**src/rtl/mul_arbiter.sv**
```systemverilog
// mul_arbiter: round-robin arbiter sharing one fixed-point (S10.21) multiplier.
// Rev 1.0 -- initial release.
`default_nettype none

module multiplier (
   input  logic [31:0] i_a,
   input  logic [31:0] i_b,
   output logic [63:0] o_p
);
   assign o_p = {32'b0, i_a} * {32'b0, i_b};
endmodule

module mul_arbiter #(
   parameter int NUM_REQ = 4
) (
   input  logic                 clk,
   input  logic                 rst,
   input  logic [NUM_REQ-1:0]   req_valid,
   input  logic [NUM_REQ*32-1:0] req_a,
   input  logic [NUM_REQ*32-1:0] req_b,
   output logic [NUM_REQ-1:0]   req_ready,
   output logic [NUM_REQ-1:0]   resp_valid,
   input  logic [NUM_REQ-1:0]   resp_ready,
   output logic [31:0]          resp_result,
   output logic                 resp_ovf,
   output logic                 busy
);
   localparam int IW = (NUM_REQ > 1) ? $clog2(NUM_REQ) : 1;

   typedef enum logic [1:0] {
      ST_IDLE = 2'd0,
      ST_MUL  = 2'd1,
      ST_RESP = 2'd2
   } state_t;

   state_t             r_state;
   logic [IW-1:0]      r_rr_ptr;
   logic [IW-1:0]      r_id;
   logic [31:0]        r_op_a;
   logic [31:0]        r_op_b;
   logic [NUM_REQ-1:0] r_resp_valid;
   logic [31:0]        r_result;
   logic               r_ovf;
   logic               r_busy;

   logic [63:0]        w_prod;
   logic [IW-1:0]      w_gnt_id;
   logic               w_found;
   logic               w_grant;
   logic [NUM_REQ-1:0] w_id_oh;

   multiplier u_mul (
      .i_a (r_op_a),
      .i_b (r_op_b),
      .o_p (w_prod)
   );

   // First valid requester searching upward from r_rr_ptr with wrap.
   always_comb begin
      logic [IW-1:0] v_idx;
      v_idx    = '0;
      w_gnt_id = '0;
      w_found  = 1'b0;
      for (int off = 0; off < NUM_REQ; off++) begin
         v_idx = IW'((int'(r_rr_ptr) + off) % NUM_REQ);
         if (!w_found && req_valid[v_idx]) begin
            w_found  = 1'b1;
            w_gnt_id = v_idx;
         end
      end
   end

   assign w_grant = (r_state == ST_IDLE) && w_found && !rst;
   assign w_id_oh = NUM_REQ'(1) << r_id;

   always_comb begin
      req_ready = '0;
      if (w_grant) begin
         req_ready[w_gnt_id] = 1'b1;
      end
   end

   always_ff @(posedge clk) begin
      if (rst) begin
         r_state      <= ST_IDLE;
         r_rr_ptr     <= '0;
         r_id         <= '0;
         r_op_a       <= '0;
         r_op_b       <= '0;
         r_resp_valid <= '0;
         r_result     <= '0;
         r_ovf        <= 1'b0;
         r_busy       <= 1'b0;
      end else begin
         case (r_state)
            ST_IDLE: begin
               if (w_found) begin
                  r_op_a   <= req_a[int'(w_gnt_id)*32 +: 32];
                  r_op_b   <= req_b[int'(w_gnt_id)*32 +: 32];
                  r_id     <= w_gnt_id;
                  r_rr_ptr <= (w_gnt_id == IW'(NUM_REQ-1)) ? '0 : w_gnt_id + 1'b1;
                  r_busy   <= 1'b1;
                  r_state  <= ST_MUL;
               end
            end
            ST_MUL: begin
               r_result     <= w_prod[52:21];
               r_ovf        <= |w_prod[63:53];
               r_resp_valid <= w_id_oh;
               r_state      <= ST_RESP;
            end
            ST_RESP: begin
               if (resp_ready[r_id]) begin
                  r_resp_valid <= '0;
                  r_busy       <= 1'b0;
                  r_state      <= ST_IDLE;
               end
            end
            default: begin
               r_state <= ST_IDLE;
            end
         endcase
      end
   end

   assign resp_valid  = r_resp_valid;
   assign resp_result = r_result;
   assign resp_ovf    = r_ovf;
   assign busy        = r_busy;

endmodule

`default_nettype wire

```
**config.mk**
```make
export PLATFORM = sky130hd
export DESIGN_NAME = mul_arbiter
export DESIGN_NICKNAME = d
export VERILOG_FILES = /design/src/rtl/mul_arbiter.sv
export SDC_FILE = /design/constraint.sdc
export NUM_CORES = 2
export LEC_CHECK = 0
export CORE_UTILIZATION = 23
export CTS_BUF_LIST = sky130_fd_sc_hd__clkbuf_4 sky130_fd_sc_hd__clkbuf_8
export DETAILED_ROUTE_END_ITERATION = 10
export HOLD_SLACK_MARGIN = 0.15
export PLACE_DENSITY = 0.46
export SLEW_MARGIN = 25
export SYNTH_ARGS = -nofsm -noshare
export SYNTH_HDL_FRONTEND = slang
export SYNTH_SLANG_ARGS = --single-unit
```
**constraint.sdc**
```tcl
create_clock -name clk -period 6.87 [get_ports clk]
set_clock_uncertainty 0.2 [all_clocks]
set_input_delay 1.374 -clock clk [delete_from_list [all_inputs] [get_ports clk]]
set_output_delay 1.374 -clock clk [all_outputs]
set_load 0.01 [all_outputs]
```
# [Word-level counts from Yosys, hierarchy flattened]
# Cells that the tools add are included.
[word_totals] regBits=108 in_bits=266 wordCells=77
[op_classes] addsub=4 multipliers=1 n_lt_le_gt_ge=7 eq_ne=5 n_shift=3 mux=30 n_reduce_logical=18
[op_table] cell="indexed part select 128 x 8 -> 32 bit" n=2
[op_table] cell="multiplier 32 x 32 -> 64 bit" n=1
[op_table] cell="less-than comparator 2 x 3 -> 1 bit, second input constant" n=6
[op_table] cell="2-to-1 mux 2 bit" n=7
[op_table] cell="2-to-1 mux 1 bit" n=12
[op_table] cell="OR reduction 11 bit" n=1
[op_table] cell="binary-select mux 1 bit (select 2 bit)" n=5
[op_table] cell="2-to-1 mux 4 bit" n=2
[op_table] cell="case mux 4 bit (2 select lines)" n=1
[op_table] cell="logical AND 1 bit" n=6
[op_table] cell="case mux 2 bit (3 select lines)" n=1
[op_table] cell="AND reduction 2 bit" n=3
[op_table] cell="adder 2 x 1 -> 2 bit, second input constant" n=2
[op_table] cell="adder 2 bit, second input constant" n=2
[op_table] cell="== test 2 bit, second input constant" n=2
[op_table] cell="zero test 1 bit" n=4
[op_table] cell="inequality test 2 bit, second input constant" n=2
[op_table] cell="nonzero test 2 bit" n=2
[op_table] cell="left shift 1 x 2 -> 4 bit, first input constant" n=1
[op_table] cell="AND reduction 3 bit" n=1
[op_table] cell="demux 1 bit (select 2 bit)" n=1
[op_table] cell="== test 2 x 1 -> 1 bit, second input constant" n=1
[op_table] cell="greater-or-equal comparator 2 x 1 -> 1 bit, second input constant" n=1
[op_table] cell="zero test 2 bit" n=1
[op_table] cell="case mux 1 bit (2 select lines)" n=1

# [Logic depth before layout (Yosys ltp)]
[depth] depth_word=17 depth_mapped=31 ltp_nobuf=29

# [Modules after synthesis]
# Synthesis repeated with hierarchy kept, for this count alone.
[hier_totals] cells_unflattened=4226 hier_area_um2=38301.7
[by_module_without_submodules] mod="multiplier" n_inst=1 cells_per_inst=3711 area_per_inst_um2=33385.8 seq_area_each_um2=0.0
[by_module_without_submodules] mod="mul_arbiter" n_inst=1 cells_per_inst=515 area_per_inst_um2=4916.0 seq_area_each_um2=2162.1

# [Least setup slack after synthesis]
# Ideal clock, no wire load.
[synth_path] path_type="reg2reg" start="reg r_op_a[12]" end="reg r_ovf, in the netlist resp_ovf" t_arrival_ps=7131 slack_ps=-587 path_stages_with_launch=29 path_buffers=1 synth_period_minus_slack_ps=7457 cell_sequence="dfxtp_1 clkbuf_1 and2_1 fa_1 fa_1 fa_1 inv_1 fa_1 inv_1 fa_1 inv_1 fa_1 inv_1 fa_1 inv_1 fa_1 inv_1 ha_1 a21oi_1 o21ai_1 a221oi_2 a31oi_1 nor3_2 o31ai_2 or3_1 a211oi_1 nand4_1 nor3_1 a31oi_1"
[synth_via] elab_chain_cells=2
[synth_lines] element="start, declared" line_no="39" rtl="logic [31:0] r_op_a;"
[synth_lines] element="start signal, assigned" line_no="98" rtl="r_op_a <= req_a[int'(w_gnt_id)*32 +: 32];"
[synth_lines] element="multiplier 32 x 32 -> 64 bit" line_no="10" rtl="assign o_p = {32'b0, i_a} * {32'b0, i_b};"
[synth_lines] element="OR reduction 11 bit" line_no="108" rtl="r_ovf <= |w_prod[63:53];"
[synth_lines] element="end signal, assigned" line_no="108"
[synth_lines] element="end, declared" line_no="43" rtl="logic r_ovf;"
# No other way between the ends.
# A chain may end at the register's enable or synchronous reset.

# [Worst setup path after layout]
[layout_path] start="reg r_op_b[14]" end="reg r_ovf, in the netlist resp_ovf"
[layout_via] elab_chain_cells=2
[layout_lines] element="start, declared" line_no="40" rtl="logic [31:0] r_op_b;"
[layout_lines] element="start signal, assigned" line_no="99" rtl="r_op_b <= req_b[int'(w_gnt_id)*32 +: 32];"
[layout_lines] element="multiplier 32 x 32 -> 64 bit" line_no="10"
[layout_lines] element="OR reduction 11 bit" line_no="108"
# No other way between the ends.

==> run metrics <==
status=finished with violations; failing checks=setup timing; RSZ-0062 raised after global routing=true; Critical Path Start Type=flip-flop; IO Count=308; Post-synth EDFFs=0; synthesized flop and latch total=108; vias in the first global route=34,696; Finished Layout Cells=7,285; CTS root buf=clkbuf_8; pin count of the biggest net entering global routing=69; asr flop ratio synth=0%; H-tree levels=3; max-slew violations=0; part of the cycle the worst path needs=114%; DP Worst Slack=-1.58 ns; Seq/Total Area, Yosys=5.57%; final count of negative-setup-slack endpoints=29; reg2reg start=r_op_b[14]$_SDFFE_PP0P_; crit-path most repeated cell=fa_1; Worst Setup SP=r_op_b[14]$_SDFFE_PP0P_; Area growth, synth to finish=30.7%; R2R depth=28; cell with the most instances after synthesis=inv_1; simple-gate share of the synthesized area=19.6%; fillcell total=17,909; area leader, netlist=fa_1; leading cell types by total area after synthesis=fa_1 46%, and2_1 10%, inv_1 8.9%; Vias=31,380; CP max stage delay=0.56 ns; core area=167,000 µm²; Final Hold Viols=0; Longest Clk Path Bufs=2; total gr overflow=0; Leak=23.9 nW; dpl cells=7,202; Synth top area share=46.2%; worst slew pin tran=0.959 ns; starting density of the core=23.2%; CTS sink count=108; first-pass GRT wire length=208 mm; Clock Latency Late Sink=0.50 ns; port bufs=307; number of max-cap violations=0; Fmax=128 MHz; Main synth FF type=dfxtp_1; Post-Synth XOR/XNOR Area=0.902%; drt total wl=132 mm; DIE AREA=170,000 µm²; worst setup margin=-0.969 ns; Synth Area in Compound Gates=6.35%; num rows=150; drt first pass iters=5; most frequent cells after synthesis=924 x inv_1, 895 x fa_1, 729 x nand2_1; Worst setup EP type=flip-flop; DP Wirelength=113 mm; syn nets=5,904; library cells used by synthesis=67; layout cells sized above 1=17.6%; CTS tree=yes; CTS buffer count=9; Post-DRT Antenna Nets=0; Synth Area in Adders=54.7%; Cells after Synth=4,479; clock-pin transition on the worst setup and hold timing paths=0.17 ns; DRC=0; post-synthesis cell area=38,800 µm²; crit path kind=reg2reg; fin crit period=7.84 ns; nets@finish=6,497; Worst VDD drop=0.527 mV; pwr/cell area=354 nW/µm²; CP max FO=7; Hold Crit Class=reg2reg; die span in x=413 µm; Cells on Worst Hold Path=2; YS warnings=0; worst path required time=7.08 ns; GPL Wtd Cong=0.869; crit path DAT=8.05 ns; die height=413 µm; initial drt markers=1,457; startpoint of the worst hold path=resp_result[26]$_SDFFE_PP0P_; Placed Area=48,200 µm²; Slowest cell on crit path=fa_1; Slew headroom=36.1%; GR Util All Layers=15.8%; wire per inst=18.1 µm; final instance area=50,700 µm²; largest family of logic cells by synthesized area=adder cells; mux cell area share after synthesis=1.22%; post-DR vias/cell=4.31; Synth Area per Inst=8.67 µm²; initial antenna violation count=4
## logic make-up after synthesis
group                      after synthesis
xor gates and xnor gates                40
adders and majority gates             1159
and+or+nand+nor                       1538
muxes                                   46
AOI/OAI and AO/OA                      383
buffers and inverters                 1205
DFF                                    108
## flip-flops by register name, summed over array words and instances, names as in the netlist
signal,count
r_id,2
resp_ovf,1
r_state,2
resp_result,32
r_rr_ptr,2
r_op_b,32
r_op_a,32
busy,1
resp_valid,4
## routing by layer
layer | track usage, % | vias up | share of wire [%]
met2 | 27.6 | 576 | 49
met5 | 0 | - | 0
met4 | 2.75 | 0 | 1.7
met1 | 21.3 | 16194 | 45
met3 | 1.53 | 80 | 3.7
li1 | - | 14530 | -
## metrics by stage
step / TNS, ns / util, % / hold slack (ns) / power [mW]
detailed placement: -24.55 / 28.8 / 0.244 / 15.3
finish: -15.20 / 30.3 / 0.268 / 18.0
global route: -22.92 / 30.3 / 0.287 / 19.6
global placement: -26.88 / 28.8 / 0.238 / 15.4
floorplan: -0.934 / - / 0.276 / 9.00
CTS: -14.75 / 29.8 / 0.271 / 17.6
## layout make-up
class                           count  area (µm²)  share of cell area, %
Clock inverter                      7        87.6                  0.173
Antenna cell                        4        10.0                 0.0197
Timing Repair Buffer              862        8460                   16.7
Inverter                          925        3470                   6.85
Sequential cell                   108        2260                   4.45
Tap cell                         2204        2760                   5.43
Multi-Input combinational cell   3166       33600                   66.2
Clock buffer                        9         124                  0.244
## power breakdown
part           switching [mW]  internal (mW)  total [mW]  leakage [nW]
combinational            8.94           7.55        16.5          22.9
sequential              0.193          0.795       0.988         0.907
clock                   0.341          0.149       0.491         0.103
## worst paths after layout
path / endpoint / slack, ns
max: resp_ovf$_SDFFE_PP0P_ / -0.97
min: resp_result[26]$_SDFFE_PP0P_ / 0.27
max reg2reg: resp_ovf$_SDFFE_PP0P_ / -0.97
min reg2reg: resp_result[26]$_SDFFE_PP0P_ / 0.27
## cell usage in the layout (no fill, tap or decap), types with 30 or more instances in the layout
| master | count |
|---|---|
| and2_4 | 33 |
| fa_2 | 49 |
| mux2i_1 | 44 |
| a21oi_2 | 33 |
| buf_12 | 69 |
| nand2_1 | 715 |
| buf_6 | 53 |
| ha_1 | 233 |
| a21oi_1 | 96 |
| and2_1 | 592 |
| fa_1 | 846 |
| dfxtp_1 | 70 |
| ha_4 | 30 |
| clkdlybuf4s50_1 | 306 |
| nor2_1 | 65 |
| inv_1 | 902 |
| a22oi_1 | 45 |
| o22ai_1 | 45 |
| buf_4 | 418 |
## critical path, delay by kind of cell (launching register included)
family	cells	cell delay (ns)
adder cells (fa/ha/maj)	9	4.27
AND/OR/NAND/NOR	4	0.90
buffers and inverters	8	0.77
AO/OA/AOI/OAI	7	1.17
flip-flops	1	0.41
## repair_timing
| item | 4_1_cts | 5_1_grt |
|---|---|---|
| cloned | 2 | 2 |
| pin swaps | 135 | 73 |
| hold buffers | 0 | 0 |
| gates resized for setup | 284 | 124 |
| setup endpoints to repair | 32 | 33 |
| setup buffers | 39 | 30 |
No activity file was read; power rests on OpenSTA's default activity.
